<file path="src/rtl/imem_loader_pkg.sv">
// Shared types and constants for the boot-time instruction-memory loader.
// Imported by the loader and by anything that needs to decode its state.
package imem_loader_pkg;

    typedef enum logic [2:0] {
        S_CNT_LO,
        S_CNT_HI,
        S_WORD,
        S_CSUM,
        S_DONE,
        S_ERR
    } state_t;

    localparam int HDR_BYTES      = 2;
    localparam int BYTES_PER_WORD = 4;

endpackage

</file>
<file path="src/rtl/imem_loader.sv">
// Boot loader: receives a length-prefixed, XOR-checksummed byte image and writes
// little-endian words into instruction memory, holding the CPU in reset until done.
module imem_loader
    import imem_loader_pkg::*;
#(
    parameter int          DEPTH     = 64,
    parameter logic [31:0] BASE_ADDR = 32'h0000_0000
) (
    input  logic        clk,
    input  logic        reset,
    input  logic        in_valid,
    output logic        in_ready,
    input  logic [7:0]  in_data,
    output logic        mem_we,
    output logic [31:0] mem_addr,
    output logic [31:0] mem_wd,
    output logic        cpu_reset,
    output logic        done,
    output logic        error
);

    localparam int          CW        = $clog2(DEPTH + 1);
    localparam logic [16:0] DEPTH_W   = 17'(DEPTH);
    localparam logic [1:0]  LAST_LANE = 2'(BYTES_PER_WORD - 1);

    state_t          state_reg;
    logic [7:0]      cnt_lo_reg;
    logic [15:0]     count_reg;
    logic [CW-1:0]   word_cnt_reg;
    logic [1:0]      lane_reg;
    logic [7:0]      xor_reg;
    // Only three bytes are buffered; byte 3 is taken straight from in_data.
    logic [23:0]     shift_reg;

    logic            accept;
    logic [15:0]     hdr_count;
    logic [15:0]     word_cnt_next;
    logic [31:0]     word_addr;

    assign accept        = in_valid & in_ready;
    assign hdr_count     = {in_data, cnt_lo_reg};
    assign word_cnt_next = 16'(word_cnt_reg) + 16'd1;
    assign word_addr     = BASE_ADDR + 32'({word_cnt_reg, 2'b00});

    always_ff @(posedge clk) begin
        if (reset) begin
            state_reg    <= S_CNT_LO;
            cnt_lo_reg   <= 8'd0;
            count_reg    <= 16'd0;
            word_cnt_reg <= '0;
            lane_reg     <= 2'd0;
            xor_reg      <= 8'd0;
            shift_reg    <= 24'd0;
            in_ready     <= 1'b0;
            mem_we       <= 1'b0;
            mem_addr     <= BASE_ADDR;
            mem_wd       <= 32'd0;
            cpu_reset    <= 1'b1;
            done         <= 1'b0;
            error        <= 1'b0;
        end else begin
            mem_we   <= 1'b0;
            in_ready <= (state_reg != S_DONE) && (state_reg != S_ERR);
            if (accept) begin
                xor_reg <= xor_reg ^ in_data;
            end
            case (state_reg)
                S_CNT_LO: begin
                    if (accept) begin
                        cnt_lo_reg <= in_data;
                        state_reg  <= S_CNT_HI;
                    end
                end
                S_CNT_HI: begin
                    if (accept) begin
                        count_reg <= hdr_count;
                        if ({1'b0, hdr_count} > DEPTH_W) begin
                            state_reg <= S_ERR;
                            error     <= 1'b1;
                            in_ready  <= 1'b0;
                        end else if (hdr_count == 16'd0) begin
                            state_reg <= S_CSUM;
                        end else begin
                            state_reg <= S_WORD;
                        end
                    end
                end
                S_WORD: begin
                    if (accept) begin
                        lane_reg  <= lane_reg + 2'd1;
                        shift_reg <= {in_data, shift_reg[23:8]};
                        if (lane_reg == LAST_LANE) begin
                            mem_we       <= 1'b1;
                            mem_addr     <= word_addr;
                            mem_wd       <= {in_data, shift_reg};
                            word_cnt_reg <= word_cnt_reg + CW'(1);
                            if (word_cnt_next == count_reg) begin
                                state_reg <= S_CSUM;
                            end
                        end
                    end
                end
                S_CSUM: begin
                    if (accept) begin
                        in_ready <= 1'b0;
                        if (in_data == xor_reg) begin
                            state_reg <= S_DONE;
                            done      <= 1'b1;
                            cpu_reset <= 1'b0;
                        end else begin
                            state_reg <= S_ERR;
                            error     <= 1'b1;
                        end
                    end
                end
                default: ;
            endcase
        end
    end

endmodule

</file>
<file path="config.mk">
export PLATFORM = sky130hd
export DESIGN_NAME = imem_loader
export DESIGN_NICKNAME = d
export VERILOG_FILES = /design/src/rtl/imem_loader_pkg.sv /design/src/rtl/imem_loader.sv
export SDC_FILE = /design/constraint.sdc
export NUM_CORES = 1
export LEC_CHECK = 0
export ABC_CLOCK_PERIOD_IN_PS = 2100
export CAP_MARGIN = 20
export CELL_PAD_IN_SITES_DETAIL_PLACEMENT = 0
export CELL_PAD_IN_SITES_GLOBAL_PLACEMENT = 1
export CORE_ASPECT_RATIO = 2
export CORE_MARGIN = 1.5
export CORE_UTILIZATION = 39
export DETAILED_ROUTE_END_ITERATION = 10
export HOLD_SLACK_MARGIN = 0.15
export PLACE_DENSITY = 0.84
export SYNTH_ARGS = -nofsm -noshare
export SYNTH_HDL_FRONTEND = slang
export SYNTH_SLANG_ARGS = --single-unit
</file>
<file path="constraint.sdc">
create_clock -name clk -period 2.1 [get_ports clk]
set_input_delay 0.525 -clock clk [delete_from_list [all_inputs] [get_ports clk]]
set_output_delay 0.525 -clock clk [all_outputs]
set_load 0.005 [all_outputs]
</file>
==> results of run 1 <==
==> cell families (layout without fill, tap and decap cells) <==
kind of cell,count (synthesis),count (layout),synth area share
DFF,112,112,0.485
and+or+nand+nor,231,231,0.216
other,1,25,0.000810
xor gates and xnor gates,30,30,0.0568
AOI/OAI and AO/OA,120,120,0.138
adders and majority gates,2,2,0.00541
muxes,8,8,0.0173
buffers and inverters,66,107,0.0811
==> stage by stage <==
stage	total power [µW]	setup TNS [ns]	setup WS, ns	utilization	hold slack [ns]
2_1_floorplan	2400	0	0.351	-	0.432
3_3_place_gp	2490	-6.86	-0.263	0.465	0.447
3_5_place_dp	2490	-6.85	-0.307	0.465	0.448
4_1_cts	4210	0	0.0550	0.492	0.458
5_1_grt	4340	0	0.0149	0.492	0.474
6_report	4180	0	0.0796	0.492	0.455
==> Yosys cell counts (all sizes together), types with 3 or more instances <==
cell and n:
nor4 3, nand2 162, mux2i 8, and3 3
nor3 4, or3 3, nand4 5, xor2 25
and2 3, buf 42, dfxtp 112, xnor2 5
a21oi 88, nand3 4, clkbuf 23, nor2b 3
o21ai 19, nor2 32
==> worst paths after layout <==
check / startpoint / endpoint / slack [ns] / depth (start not counted)
worst min-delay path: mem_wd[24]$_SDFFE_PP0P_ / mem_wd[24]$_SDFFE_PP0P_ / 0.45 / 2
worst max register to register: word_cnt_reg[0]$_SDFFE_PP0P_ / state_reg[0]$_SDFFE_PP0P_ / 0.28 / 6
worst max-delay path: in_data[3] / state_reg[0]$_SDFFE_PP0P_ / 0.08 / 7
worst min register to register: mem_wd[24]$_SDFFE_PP0P_ / mem_wd[24]$_SDFFE_PP0P_ / 0.45 / 2
==> critical path: cells and delay by family <==
kind | cells | cell delay (ns)
AOI/OAI and AO/OA | 3 | 0.39
and+or+nand+nor | 2 | 0.67
buffers and inverters | 2 | 0.65
==> layer usage <==
metal  vias to the layer above  share of wire  GRT usage
met1                      1843           0.38      0.193
met3                        15          0.024     0.0249
met4                         0          0.026     0.0878
li1                       1958              -          -
met5                         -              0          0
met2                        70           0.57      0.355
==> power breakdown <==
group / internal [µW] / switching (µW)
Clock: 964 / 771
Sequential: 2150 / 29.1
Combinational: 115 / 144
Total: 3230 / 945
==> final cells by class <==
type                       count  area (µm²)
fill                        1206        5910
sequential                   112        2240
multi-input combinational    416        2110
timing repair buffer          90         883
clock buffer                  10         239
tap                          145         181
clock inverter                 6        67.6
inverter                       1        3.75
==> metrics.yaml, run 1 <==
synth-edff-count: 0
start_kind: "primary input"
ctsHtreeMaxLevel: 3
antenna_found_initial: 0
ant_nets: 0
cp_max_fo: 6
clk_path_buf_depth: 2
required_ns: 2.31
cts-resized-gates: 0
rows: 56
hold_path_class: "register to register"
vias: 3886
layout-drive-gt1-share: 0.0929
dieArea_um2: 12600
period_share: 0.962
die_w_um: 80.0
power-per-cell-area_nw_per_um2: 730
path_cells: "clkdlybuf4s50_1 -> buf_4 -> or3_1 -> nor4_4 -> o211ai_1 -> o2111ai_1 -> a22oi_1"
port_buffers: 54
nets: 643
skew_ns: 0.0108
rsz0062_at_grt: "no"
track_usage: 0.186
ys_types: 45
syn_area_per_cell_um2: 8.12
largest_reg_flops: 32
first_iter_violations: 169
status: "complete, no violations"
first_pass_iters: 4
max_stage_delay_ns: 0.46
yosysTopAreaCell: "dfxtp_1"
ys_ff_latch: 112
placeableCoreArea_um2: 11600
syn_inst: 570
grt_overflow: 0
post-cts-setup-buffers: 0
clock_latency_ns: 0.35
synthArstFlopShare: 0
min_period_ns: 2.02
grt_pass1_vias: 3747
cellLeakagePower_uw: 0.00210
ys_top_cells_by_area: "dfxtp_1, nand2_1, a21oi_1"
crit_arrival_ns: 2.23
synth_area_um2: 4630
max_freq_mhz: 495
final_common_cell: "nand2_1"
gp_congestion: 0.880
synth_warnings: 0
wl_um: 11200
cts_tree: "done"
crit_path_end_kind: "register"
worstSetupPathType: "primary input to register"
ys_seq_area_frac: 0.485
slew_headroom: 0.606
path_clk_slew_ns: 0.07
die_y_um: 157
clkSinkCount: 112
cts_buffers: 9
ys.flop_type: "dfxtp_1"
io_pins: 80
post-dp-hpwl_um: 8280
ir_drop_mv: 0.498
tightestPinTransition_ns: 0.591
finalSetupViolations: 0
slew_viol_final: 0
antennaDiodeCount: 0
synth.top_cell.area_share: 0.485
syn_to_final_growth_pct: 23.7
final_cell_mix: "nand2_1, dfxtp_1, a21oi_1"
via_per_inst: 4.98
postCtsHoldBufs: 0
ctsRootBufferMaster: "clkbuf_16"
place_area_um2: 5410
drc_errors: 0
wl_per_cell_um: 14.4
layout.cells.non_filler: 780
design_area_um2: 5720
grt_max_degree: 52
dpl.cell_count: 764
finalHoldViolCount: 0
grt_pass1_wl_um: 18200
maxCapViolCount: 0
crit_slowest_cell: "clkdlybuf4s50_1"
start_util: 0.398
(Power assumes the default switching activity.)
==> run 2, diff against run 1 <==
CORE_UTILIZATION = 40   (was 39)
CTS_BUF_LIST = sky130_fd_sc_hd__clkbuf_2   (was default)
PLACE_DENSITY = 0.85   (was 0.84)
==> metrics.yaml, run 2 (synthesis results as in run 1) <==
total_power_uw: 3410  # was 4180 µW
cts_tree: "done"  # unchanged
finalHoldViolCount: 0  # unchanged
slew_viol_final: 0  # unchanged
skew_ns: 0.0182  # was 0.0108 ns
crit_arrival_ns: 1.49  # was 2.23 ns
cp_top_family: "buffers and inverters"  # was simple AND/OR/NAND/NOR gates
start_util: 0.410  # was 0.398
grt_overflow: 0  # unchanged
cellLeakagePower_uw: 0.00206  # was 0.00210 µW
cp_max_fo: 2  # was 6
io_pins: 80  # unchanged
nets: 643  # unchanged
start_kind: "register"  # was primary input
path_cells: "clkdlybuf4s50_1"  # was clkdlybuf4s50_1 -> buf_4 -> or3_1 -> nor4_4 -> o211ai_1 -> o2111ai_1 -> a22oi_1
place_area_um2: 5420  # was 5410 µm²
via_per_inst: 4.99  # was 4.98
ctsHtreeMaxLevel: 3  # unchanged
clock_latency_ns: 0.57  # was 0.35 ns
ir_drop_mv: 0.395  # was 0.498 mV
grt_max_degree: 42  # was 52
critPathBufInv: 1  # was 2
grt_pass1_vias: 3773  # was 3,747
ant_nets: 0  # unchanged
first_pass_iters: 4  # unchanged
status: "complete, no violations"  # unchanged
grt_pass1_wl_um: 18000  # was 18,200 µm
gp_congestion: 0.877  # was 0.880
antenna_found_initial: 1  # was 0
largest_reg_flops: 32  # unchanged
ctsRootBufferMaster: "clkbuf_2"  # was clkbuf_16
post-cts-setup-buffers: 0  # unchanged
wl_per_cell_um: 14.2  # was 14.4 µm
clkSinkCount: 112  # unchanged
finalCoreUtilization: 0.494  # was 0.492
design_area_um2: 5570  # was 5720 µm²
met1_usage: 0.195  # was 0.193
max_stage_delay_ns: 0.51  # was 0.46 ns
dieArea_um2: 12300  # was 12,600 µm²
drc_errors: 0  # unchanged
hold_depth: 2  # unchanged
cp.depth: 1  # was 7
vias: 3885  # was 3,886
finalSetupViolations: 0  # unchanged
period_share: 0.959  # was 0.962
cts_buffers: 9  # unchanged
max_freq_mhz: 496  # was 495 MHz
required_ns: 1.57  # was 2.31 ns
path_clk_slew_ns: 0.28  # was 0.07 ns
final_cell_mix: "nand2_1, dfxtp_1, a21oi_1"  # unchanged
maxCapViolCount: 0  # unchanged
r2r_cells: 5  # was 6
hold_path_class: "primary input to register"  # was register to register
track_usage: 0.187  # was 0.186
clk_path_buf_depth: 2  # unchanged
nFillCells: 1149  # was 1,206
first_iter_violations: 193  # was 169
use_met3: 0.0328  # was 0.0249
power-per-cell-area_nw_per_um2: 612  # was 730 nW/µm²
min_period_ns: 2.01  # was 2.02 ns
rows: 55  # was 56
post-dp-hpwl_um: 8190  # was 8280 µm
grt-busiest-layer: "met2"  # unchanged
die_w_um: 79.1  # was 80.0 µm
wl_um: 11100  # was 11,200 µm
syn_to_final_growth_pct: 20.4  # was 23.7%
rsz0062_at_grt: "no"  # unchanged
placeableCoreArea_um2: 11300  # was 11,600 µm²
hold_ws_ns: 0.334  # was 0.455 ns
crit_slowest_cell: "clkdlybuf4s50_1"  # unchanged
die_y_um: 155  # was 157 µm
worstSetupPathType: "register to output port"  # was primary input to register
met2_usage: 0.347  # was 0.355
crit_path_end_kind: "output port"  # was register
final_common_cell: "nand2_1"  # unchanged
layout-drive-gt1-share: 0.124  # was 0.0929
postCtsHoldBufs: 0  # unchanged
port_buffers: 54  # unchanged
[run 2: changes by cell type in the layout (fill, tap and decap cells not counted), sizes merged]
cell	delta
clkbuf	-1
clkdlybuf4s50	-2
clkinv	+2
diode	+1
dlygate4sd2	+1
dlymetal6s2s	+1
inv	-1
[run 2: layer usage]
layer / vias to the layer above / routed length [µm]
li1: 1940 / -
met1: 1833 / 4110
met2: 89 / 6310
met3: 23 / 351
met4: 0 / 309
met5: - / 0
[run 2: path summary, 6_finish.rpt]
check	start	to	slack [ns]
setup / recovery	error$_SDFFE_PP0P_	error	0.09
hold / removal	reset	error$_SDFFE_PP0P_	0.33
hold reg to reg	shift_reg[1]$_SDFFE_PP0P_	mem_wd[1]$_SDFFE_PP0P_	0.46
setup reg to reg	word_cnt_reg[3]$_SDFFE_PP0P_	state_reg[0]$_SDFFE_PP0P_	0.25
[run 2: what timing repair did]
| item | CTS | global route |
|---|---|---|
| hold endpoints to repair | 0 | 0 |
| endpoints found under the setup margin | 1 | 21 |
| pin swaps | 0 | 0 |
| gates resized for setup | 2 | 22 |
[run 2: power breakdown]
part           leakage (µW)  internal (µW)  switching [µW]
registers          0.000914           2170            28.1
clock network     0.0000695            276             684
logic               0.00107            112             145
[run 2: final cells by class]
cell class	count	area, µm²	area share
Antenna cell	1	2.50	0.000449
Clock buffer	9	45.0	0.00808
Clock inverter	7	72.6	0.0130
Inverter	1	3.75	0.000674
Multi-Input combinational cell	416	2110	0.378
Sequential cell	112	2270	0.407
Tap cell	142	178	0.0319
Timing Repair Buffer	90	897	0.161
[run 2: per-stage QoR]
stage | worst slack, ns | setup TNS [ns] | cells
finish | 0.0859 | 0 | 778
global route | 0.000558 | 0 | 778
CTS | 0.0205 | 0 | 777
detailed placement | -0.314 | -13.40 | 761
global placement | -0.301 | -11.16 | 761
floorplan | 0.351 | 0 | 594
